$ cat config.mk
export PLATFORM = sky130hd
export DESIGN_NAME = cache_tag_fill
export DESIGN_NICKNAME = d
export VERILOG_FILES = /design/src/rtl/cache_tag_fill_pkg.sv /design/src/rtl/cache_tag_fill_lru4.sv /design/src/rtl/cache_tag_fill.sv
export SDC_FILE = /design/constraint.sdc
export NUM_CORES = 2
export LEC_CHECK = 0
export BUFFER_PORTS_ARGS = -buffer_cell sky130_fd_sc_hd__buf_2
export CAP_MARGIN = 5
export CORE_MARGIN = 4
export CORE_UTILIZATION = 45
export DETAILED_ROUTE_END_ITERATION = 12
export HOLD_SLACK_MARGIN = 0.05
export SYNTH_ARGS = -nofsm -noshare
export SYNTH_HDL_FRONTEND = slang
export SYNTH_SLANG_ARGS = --single-unit
$ cat constraint.sdc
create_clock -name clk -period 49.4 [get_ports clk]
set_clock_uncertainty 0.05 [all_clocks]
set_input_delay 2.47 -clock clk [delete_from_list [all_inputs] [get_ports clk]]
set_output_delay 2.47 -clock clk [all_outputs]
set_load 0.02 [all_outputs]
$ cat src/rtl/cache_tag_fill_pkg.sv
// Shared definitions for the 4-way tag store: geometry defaults, LRU age
// vector type and the fill/flush controller state encoding.
package cache_tag_fill_pkg;

  localparam int unsigned TAG_W    = 24;
  localparam int unsigned SET_W    = 3;
  localparam int unsigned NUM_WAYS = 4;
  localparam int unsigned WAY_W    = 2;

  typedef logic [NUM_WAYS-1:0][WAY_W-1:0] ages_t;

  // Way i starts with age i, so way 3 is the initial eviction candidate.
  localparam ages_t AGE_INIT = {2'd3, 2'd2, 2'd1, 2'd0};

  typedef enum logic [1:0] {
    ST_IDLE,
    ST_SEL,
    ST_WR,
    ST_FLUSH
  } state_e;

endpackage

$ cat src/rtl/cache_tag_fill_lru4.sv
// Age-based LRU update for one 4-way set: the used way becomes youngest and
// every younger way ages by one. Also reports the oldest (age 3) way.
module lru4_update
  import cache_tag_fill_pkg::*;
(
  input  ages_t            age_i,
  input  logic [WAY_W-1:0] way_i,
  output ages_t            age_o,
  output logic [WAY_W-1:0] oldest_o
);

  always_comb begin
    age_o    = age_i;
    oldest_o = '0;
    for (int unsigned i = 0; i < NUM_WAYS; i++) begin
      if (age_i[i] < age_i[way_i]) begin
        age_o[i] = age_i[i] + 2'd1;
      end
      if (age_i[i] == 2'd3) begin
        oldest_o = WAY_W'(i);
      end
    end
    age_o[way_i] = '0;
  end

endmodule

$ cat src/rtl/cache_tag_fill.sv
// Write side of the 4-way set-associative tag store: tag/valid/LRU state,
// line fills with victim selection, hit-driven LRU touches and flush.
module cache_tag_fill #(
  parameter int unsigned TAG_W = cache_tag_fill_pkg::TAG_W,
  parameter int unsigned SET_W = cache_tag_fill_pkg::SET_W
) (
  input  logic             clk,
  input  logic             rst,
  input  logic             fill_valid,
  output logic             fill_ready,
  input  logic [SET_W-1:0] fill_set,
  input  logic [TAG_W-1:0] fill_tag,
  output logic             fill_done,
  output logic [1:0]       fill_way,
  output logic             evict_valid,
  output logic [TAG_W-1:0] evict_tag,
  input  logic             touch_valid,
  input  logic [SET_W-1:0] touch_set,
  input  logic [1:0]       touch_way,
  input  logic             flush_req,
  output logic             flush_busy,
  input  logic [SET_W-1:0] rd_set,
  output logic [TAG_W-1:0] rd_tag0,
  output logic [TAG_W-1:0] rd_tag1,
  output logic [TAG_W-1:0] rd_tag2,
  output logic [TAG_W-1:0] rd_tag3,
  output logic [3:0]       rd_valid
);
  import cache_tag_fill_pkg::*;

  localparam int unsigned NUM_SETS = 1 << SET_W;

  state_e state_q, state_d;
  logic [SET_W-1:0] set_q, set_d;
  logic [TAG_W-1:0] ftag_q, ftag_d;
  logic [WAY_W-1:0] victim_q, victim_d;
  logic [TAG_W-1:0] old_tag_q, old_tag_d;
  logic             old_valid_q, old_valid_d;
  logic             flush_pend_q, flush_pend_d;
  logic [SET_W-1:0] flush_cnt_q, flush_cnt_d;

  logic [NUM_SETS-1:0][NUM_WAYS-1:0][TAG_W-1:0] tags_q, tags_d;
  logic [NUM_SETS-1:0][NUM_WAYS-1:0]            valid_q, valid_d;
  ages_t [NUM_SETS-1:0]                         age_q, age_d;

  ages_t            fill_age_new, touch_age_new;
  logic [WAY_W-1:0] fill_oldest, unused_touch_oldest;
  logic [WAY_W-1:0] sel_victim;
  logic             touch_en;

  lru4_update u_fill_lru (
    .age_i    (age_q[set_q]),
    .way_i    (victim_q),
    .age_o    (fill_age_new),
    .oldest_o (fill_oldest)
  );

  lru4_update u_touch_lru (
    .age_i    (age_q[touch_set]),
    .way_i    (touch_way),
    .age_o    (touch_age_new),
    .oldest_o (unused_touch_oldest)
  );

  // Lowest-index invalid way wins; scanning downward leaves the lowest last.
  always_comb begin
    sel_victim = fill_oldest;
    for (int unsigned i = NUM_WAYS; i > 0; i--) begin
      if (!valid_q[set_q][i-1]) begin
        sel_victim = WAY_W'(i - 1);
      end
    end
  end

  always_comb begin
    state_d      = state_q;
    set_d        = set_q;
    ftag_d       = ftag_q;
    victim_d     = victim_q;
    old_tag_d    = old_tag_q;
    old_valid_d  = old_valid_q;
    flush_pend_d = flush_pend_q;
    flush_cnt_d  = flush_cnt_q;
    tags_d       = tags_q;
    valid_d      = valid_q;
    age_d        = age_q;
    touch_en     = 1'b0;

    unique case (state_q)
      ST_IDLE: begin
        touch_en = 1'b1;
        if (flush_req || flush_pend_q) begin
          state_d      = ST_FLUSH;
          flush_cnt_d  = '0;
          flush_pend_d = 1'b0;
        end else if (fill_valid) begin
          state_d = ST_SEL;
          set_d   = fill_set;
          ftag_d  = fill_tag;
        end
      end
      ST_SEL: begin
        touch_en    = 1'b1;
        victim_d    = sel_victim;
        old_tag_d   = tags_q[set_q][sel_victim];
        old_valid_d = valid_q[set_q][sel_victim];
        if (flush_req) flush_pend_d = 1'b1;
        state_d = ST_WR;
      end
      ST_WR: begin
        // Fill's LRU update owns its set this cycle; same-set touches drop.
        touch_en                  = (touch_set != set_q);
        tags_d[set_q][victim_q]   = ftag_q;
        valid_d[set_q][victim_q]  = 1'b1;
        age_d[set_q]              = fill_age_new;
        if (flush_req) flush_pend_d = 1'b1;
        state_d = ST_IDLE;
      end
      ST_FLUSH: begin
        valid_d[flush_cnt_q] = '0;
        age_d[flush_cnt_q]   = AGE_INIT;
        flush_cnt_d          = flush_cnt_q + 1'b1;
        if (flush_cnt_q == '1) state_d = ST_IDLE;
      end
      default: state_d = ST_IDLE;
    endcase

    if (touch_valid && touch_en) begin
      age_d[touch_set] = touch_age_new;
    end
  end

  always_ff @(posedge clk or posedge rst) begin
    if (rst) begin
      state_q      <= ST_IDLE;
      set_q        <= '0;
      ftag_q       <= '0;
      victim_q     <= '0;
      old_tag_q    <= '0;
      old_valid_q  <= 1'b0;
      flush_pend_q <= 1'b0;
      flush_cnt_q  <= '0;
      tags_q       <= '0;
      valid_q      <= '0;
      for (int unsigned s = 0; s < NUM_SETS; s++) begin
        age_q[s] <= AGE_INIT;
      end
    end else begin
      state_q      <= state_d;
      set_q        <= set_d;
      ftag_q       <= ftag_d;
      victim_q     <= victim_d;
      old_tag_q    <= old_tag_d;
      old_valid_q  <= old_valid_d;
      flush_pend_q <= flush_pend_d;
      flush_cnt_q  <= flush_cnt_d;
      tags_q       <= tags_d;
      valid_q      <= valid_d;
      age_q        <= age_d;
    end
  end

  assign fill_ready  = (state_q == ST_IDLE) && !flush_pend_q && !flush_req;
  assign fill_done   = (state_q == ST_WR);
  assign fill_way    = victim_q;
  assign evict_valid = fill_done && old_valid_q;
  assign evict_tag   = evict_valid ? old_tag_q : '0;
  assign flush_busy  = (state_q == ST_FLUSH) || flush_pend_q;

  assign rd_tag0  = tags_q[rd_set][0];
  assign rd_tag1  = tags_q[rd_set][1];
  assign rd_tag2  = tags_q[rd_set][2];
  assign rd_tag3  = tags_q[rd_set][3];
  assign rd_valid = valid_q[rd_set];

endmodule

==> results <==
- Counting the fill cells in the layout gives around 9400.
- STA classifies the critical path endpoint as a primary output.
- In the synthesized netlist, the cells that appear most often are 908 x mux2_2, 892 x dfrtp_1, 213 x mux4_2.
- Across the run, the number of max-cap violations was 0.
- The first TritonRoute pass finished after 6 iterations.
- In this run the standard cell core region covers 107200 um2.
- The TritonCTS clock tree is done.
- Counting every net in the synthesized netlist gives 3765.
- The total length of routed wires is about 160 mm.
- The die width is 336.6 um.
- The number of top-level pins is 170.
- The H-tree depth is 3.
- The global-route track usage on met1 is 38.58%.
- The worst setup path is of the in2out kind.
- Setup repair after global routing left no endpoint under its margin.
- The top achievable clock speed is between 100 and 150 MHz.
- The number of max-slew violations in the final report came to 0.
- For the pin with the worst max-slew slack, the measured transition is 1319 ps.
- The most used routing layer is met2.
- In the routed layout, each cell is associated on average with a via count of about 6.8.
- After synthesis, the cell types taking the most area are dfrtp_1 46%, mux2_2 21%, mux4_2 9.9%.
- The post-synthesis sequential area ratio is 47.67%.
- For this run, the total global-route usage over all layers was measured as 28.77%.
- Summing all multi-input logic gate instances after layout gives 23920 um2.
- The number of global-route vias before repair is 35275.
- The post-layout minimum cycle time is 8154 ps.
- In this run, synthesis produced a sequential element count of 924.
- In this run, post-CTS repair resized a total of 0 instances.
- The synthesized area per cell is 13.10 um2.
- The congestion estimate from routability-driven global placement came to 0.9098.
- In the final layout, flip-flops and latches occupy 23170 um2.
- In the routed design, unresolved DRC markers number 0.
- The clock tree root buffer cell is clkbuf_16.
- The initial antenna violation count is 4.
- Synthesis produced 3708 cells.
- Along the worst path, the maximum fanout reaches 85.
- The setup check on the worst reg-to-reg path leaves a slack of 44440 ps.
- The top-area cell type share of the netlist area is 45.94%.
- The signed area change from the synthesized netlist to the final layout is 11.38%.
- Setup violations remaining at the end of the flow were counted as 0.
- The required time of the critical path is around 47000 ps.
- In this run the cell area of the synthesized design comes to around 49000 um2.
- The clock-pin slew on the worst setup and hold paths is 60 ps.
- The wire length of the first global-routing pass is 243.3 mm.
- Measured along the y axis, the die boundary spans between 300 and 400 um.
- The flow ran to the end, and the final reports show no timing, DRC or antenna violations.
- The die covers around 110000 um2.
- The most repeated cell in the gate-level netlist after synthesis is mux2_2.
- Measured against its own limit, the worst slew margin works out to a little under an eighth.
- The maximum resistive drop on vdd is 0.00005422 V.
- The proportion of synthesized flip-flops having asynchronous set or reset is 100.0%.
- For this design the static power due to leakage is approximately 25 nW.
- Across all setup checks in the final design, the least slack found is 41250 ps.
- Of the cells placed in the final design, the portion with a size suffix greater than 1 is 43.26%.
- The number of DRC markers after the initial detailed-route iteration is 3351.
- The count of synthesis-stage warnings from yosys is 0.
- The clock latency reported for the late side of the worst-skew pair is 700 ps.
- In this run the core area contains 120 standard-cell rows.
- Counting the buffers created by CTS gives ~100.
- For this design, the sink count on the clock tree is 924.
- The setup TNS is 0 ps.
- For this configuration, the core starts out at a cell density of 45.33%.
- For this run the aggregate overflow at the end of global routing stands at 0.
- Synthesis instantiated 85 different standard cells from the library.
- Among all flip-flop cells after synthesis, the most frequent one is dfrtp_1.
- The worst hold path class is reg2reg.
- The number of nets with antenna violations after routing is 0.
- The total of buffers placed on input and output ports is 169.
- The detailed-route wire length per cell is 31.59 um.
- The pre-CTS setup slack is 41200 ps.
- The number of failing hold endpoints at the final stage was 0.
- The net count of the finished layout is 3761.
- The maximum buffer depth of the clock tree is 3.
- For this block, the via count after detailed routing is 35083.
- In this run the post-CTS setup repair buffer count came out at 0.
- The total power density per cell area is 60.65 nW/um2.
- The sum of net half-perimeters after detailed placement is ~95 mm.
- STA classifies the critical path startpoint as an input pin.
- The data arrival time of the critical path is 5630 ps.
- The final critical-path share of the clock period is 16.51%.
- Global routing consumed, on the met2 layer, 45.25% of the routing resources.
- The largest net degree at the start of global routing is 176.
- For this design, the CTS-stage hold fixing added 0 buffers.
- Global routing used 6.587% of the available met3 tracks.
- The largest total area in the synthesized netlist belongs to dfrtp_1.
- Yosys mapped a number of flops with a built-in enable equal to 0.
==> layer usage <==
| metal | vias up | part of all wire (%) |
|---|---|---|
| met2 | 1724 | 46 |
| met1 | 18630 | 40 |
| met3 | 343 | 8.8 |
| li1 | 14386 | - |
| met4 | 0 | 4.7 |
| met5 | - | 0 |
==> per-stage QoR <==
| step | cells | area [um2] | utilization (%) | total power [W] | hold WS [ps] |
|---|---|---|---|---|---|
| floorplan | 3708 | 48590 | - | 0.001996 | 407.6 |
| global placement | 5003 | 50580 | 47.18 | 0.002445 | 430.7 |
| detailed placement | 5003 | 50580 | 47.18 | 0.002462 | 434.8 |
| CTS | 5194 | 54120 | 50.48 | 0.003274 | 449.0 |
| global route | 5194 | 54120 | 50.48 | 0.003423 | 478.8 |
| finish | 5195 | 54120 | 50.49 | 0.003283 | 450.9 |
==> layout make-up <==
| class | instances | share of cell area (%) |
|---|---|---|
| multi-input cells | 2388 | 44.20 |
| flip-flops and latches | 924 | 42.80 |
| clock buffers | 146 | 5.467 |
| well taps | 1403 | 3.243 |
| repair buffers | 248 | 2.915 |
| clock inverters | 45 | 1.073 |
| inverters | 40 | 0.2913 |
| diodes | 1 | 0.004624 |
==> worst max-delay path, stage by stage <==
cell and delay (ps):
buf_8 490, buf_12 570, buf_4 870, mux4_2 590, mux2_2 340, buf_2 190
==> registers in the layout (all words and copies together), names as in the netlist <==
register,flops
age_q,64
fill_way,2
flush_cnt_q,3
flush_pend_q,1
ftag_q,24
old_tag_q,24
old_valid_q,1
set_q,3
state_q,2
tags_q,768
valid_q,32
==> final timing paths <==
check                                            start                         to  depth (start not counted)
worst max-delay path                         rd_set[1]                rd_tag2[20]                          6
worst min-delay path            valid_q[3]$_DFFE_PP0N_     valid_q[3]$_DFFE_PP0N_                          2
max in group asynchronous                          rst    tags_q[375]$_DFFE_PP0P_                          5
min in group asynchronous                          rst         age_q[0]$_DFF_PP0_                          2
worst max register to register    set_q[1]$_DFFE_PP0P_  old_tag_q[14]$_DFFE_PP0P_                         13
worst min register to register  valid_q[3]$_DFFE_PP0N_     valid_q[3]$_DFFE_PP0N_                          2
==> cells by family after synthesis <==
family	synth area share, %
AOI/OAI and AO/OA	11.62
xor gates and xnor gates	0.1442
adders and majority gates	0.4377
buffers and inverters	3.510
DFF	47.67
muxes	31.77
and+or+nand+nor	4.846
==> cells in the final DEF, fill, tap and decap left out, types with 21 or more instances in the layout <==
cell type / synthesis / layout
a221oi_1: 120 / 120
clkbuf_1: 198 / 21
nor3_1: 29 / 28
buf_4: 5 / 70
o21ai_0: 59 / 59
inv_1: 37 / 36
nor2b_1: 25 / 25
buf_2: 106 / 166
nand3_1: 98 / 96
or3_1: 21 / 21
a22o_1: 107 / 107
clkbuf_8: 0 / 22
mux4_2: 213 / 213
mux2i_1: 30 / 30
and3_1: 30 / 28
dfrtp_1: 892 / 889
nand2_1: 136 / 132
o31ai_1: 25 / 25
a21oi_1: 69 / 69
dfstp_2: 32 / 32
a31oi_1: 25 / 25
a22oi_1: 204 / 204
nor2_1: 54 / 37
clkbuf_16: 0 / 103
mux2_2: 908 / 908
==> power breakdown <==
part / internal, W / leakage (nW) / switching (W)
sequential: 0.000983 / 12.4 / 0.000224
combinational: 0.000490 / 10.6 / 0.000779
clock: 0.000476 / 1.73 / 0.000331
Power figures use the tool's default switching activity.
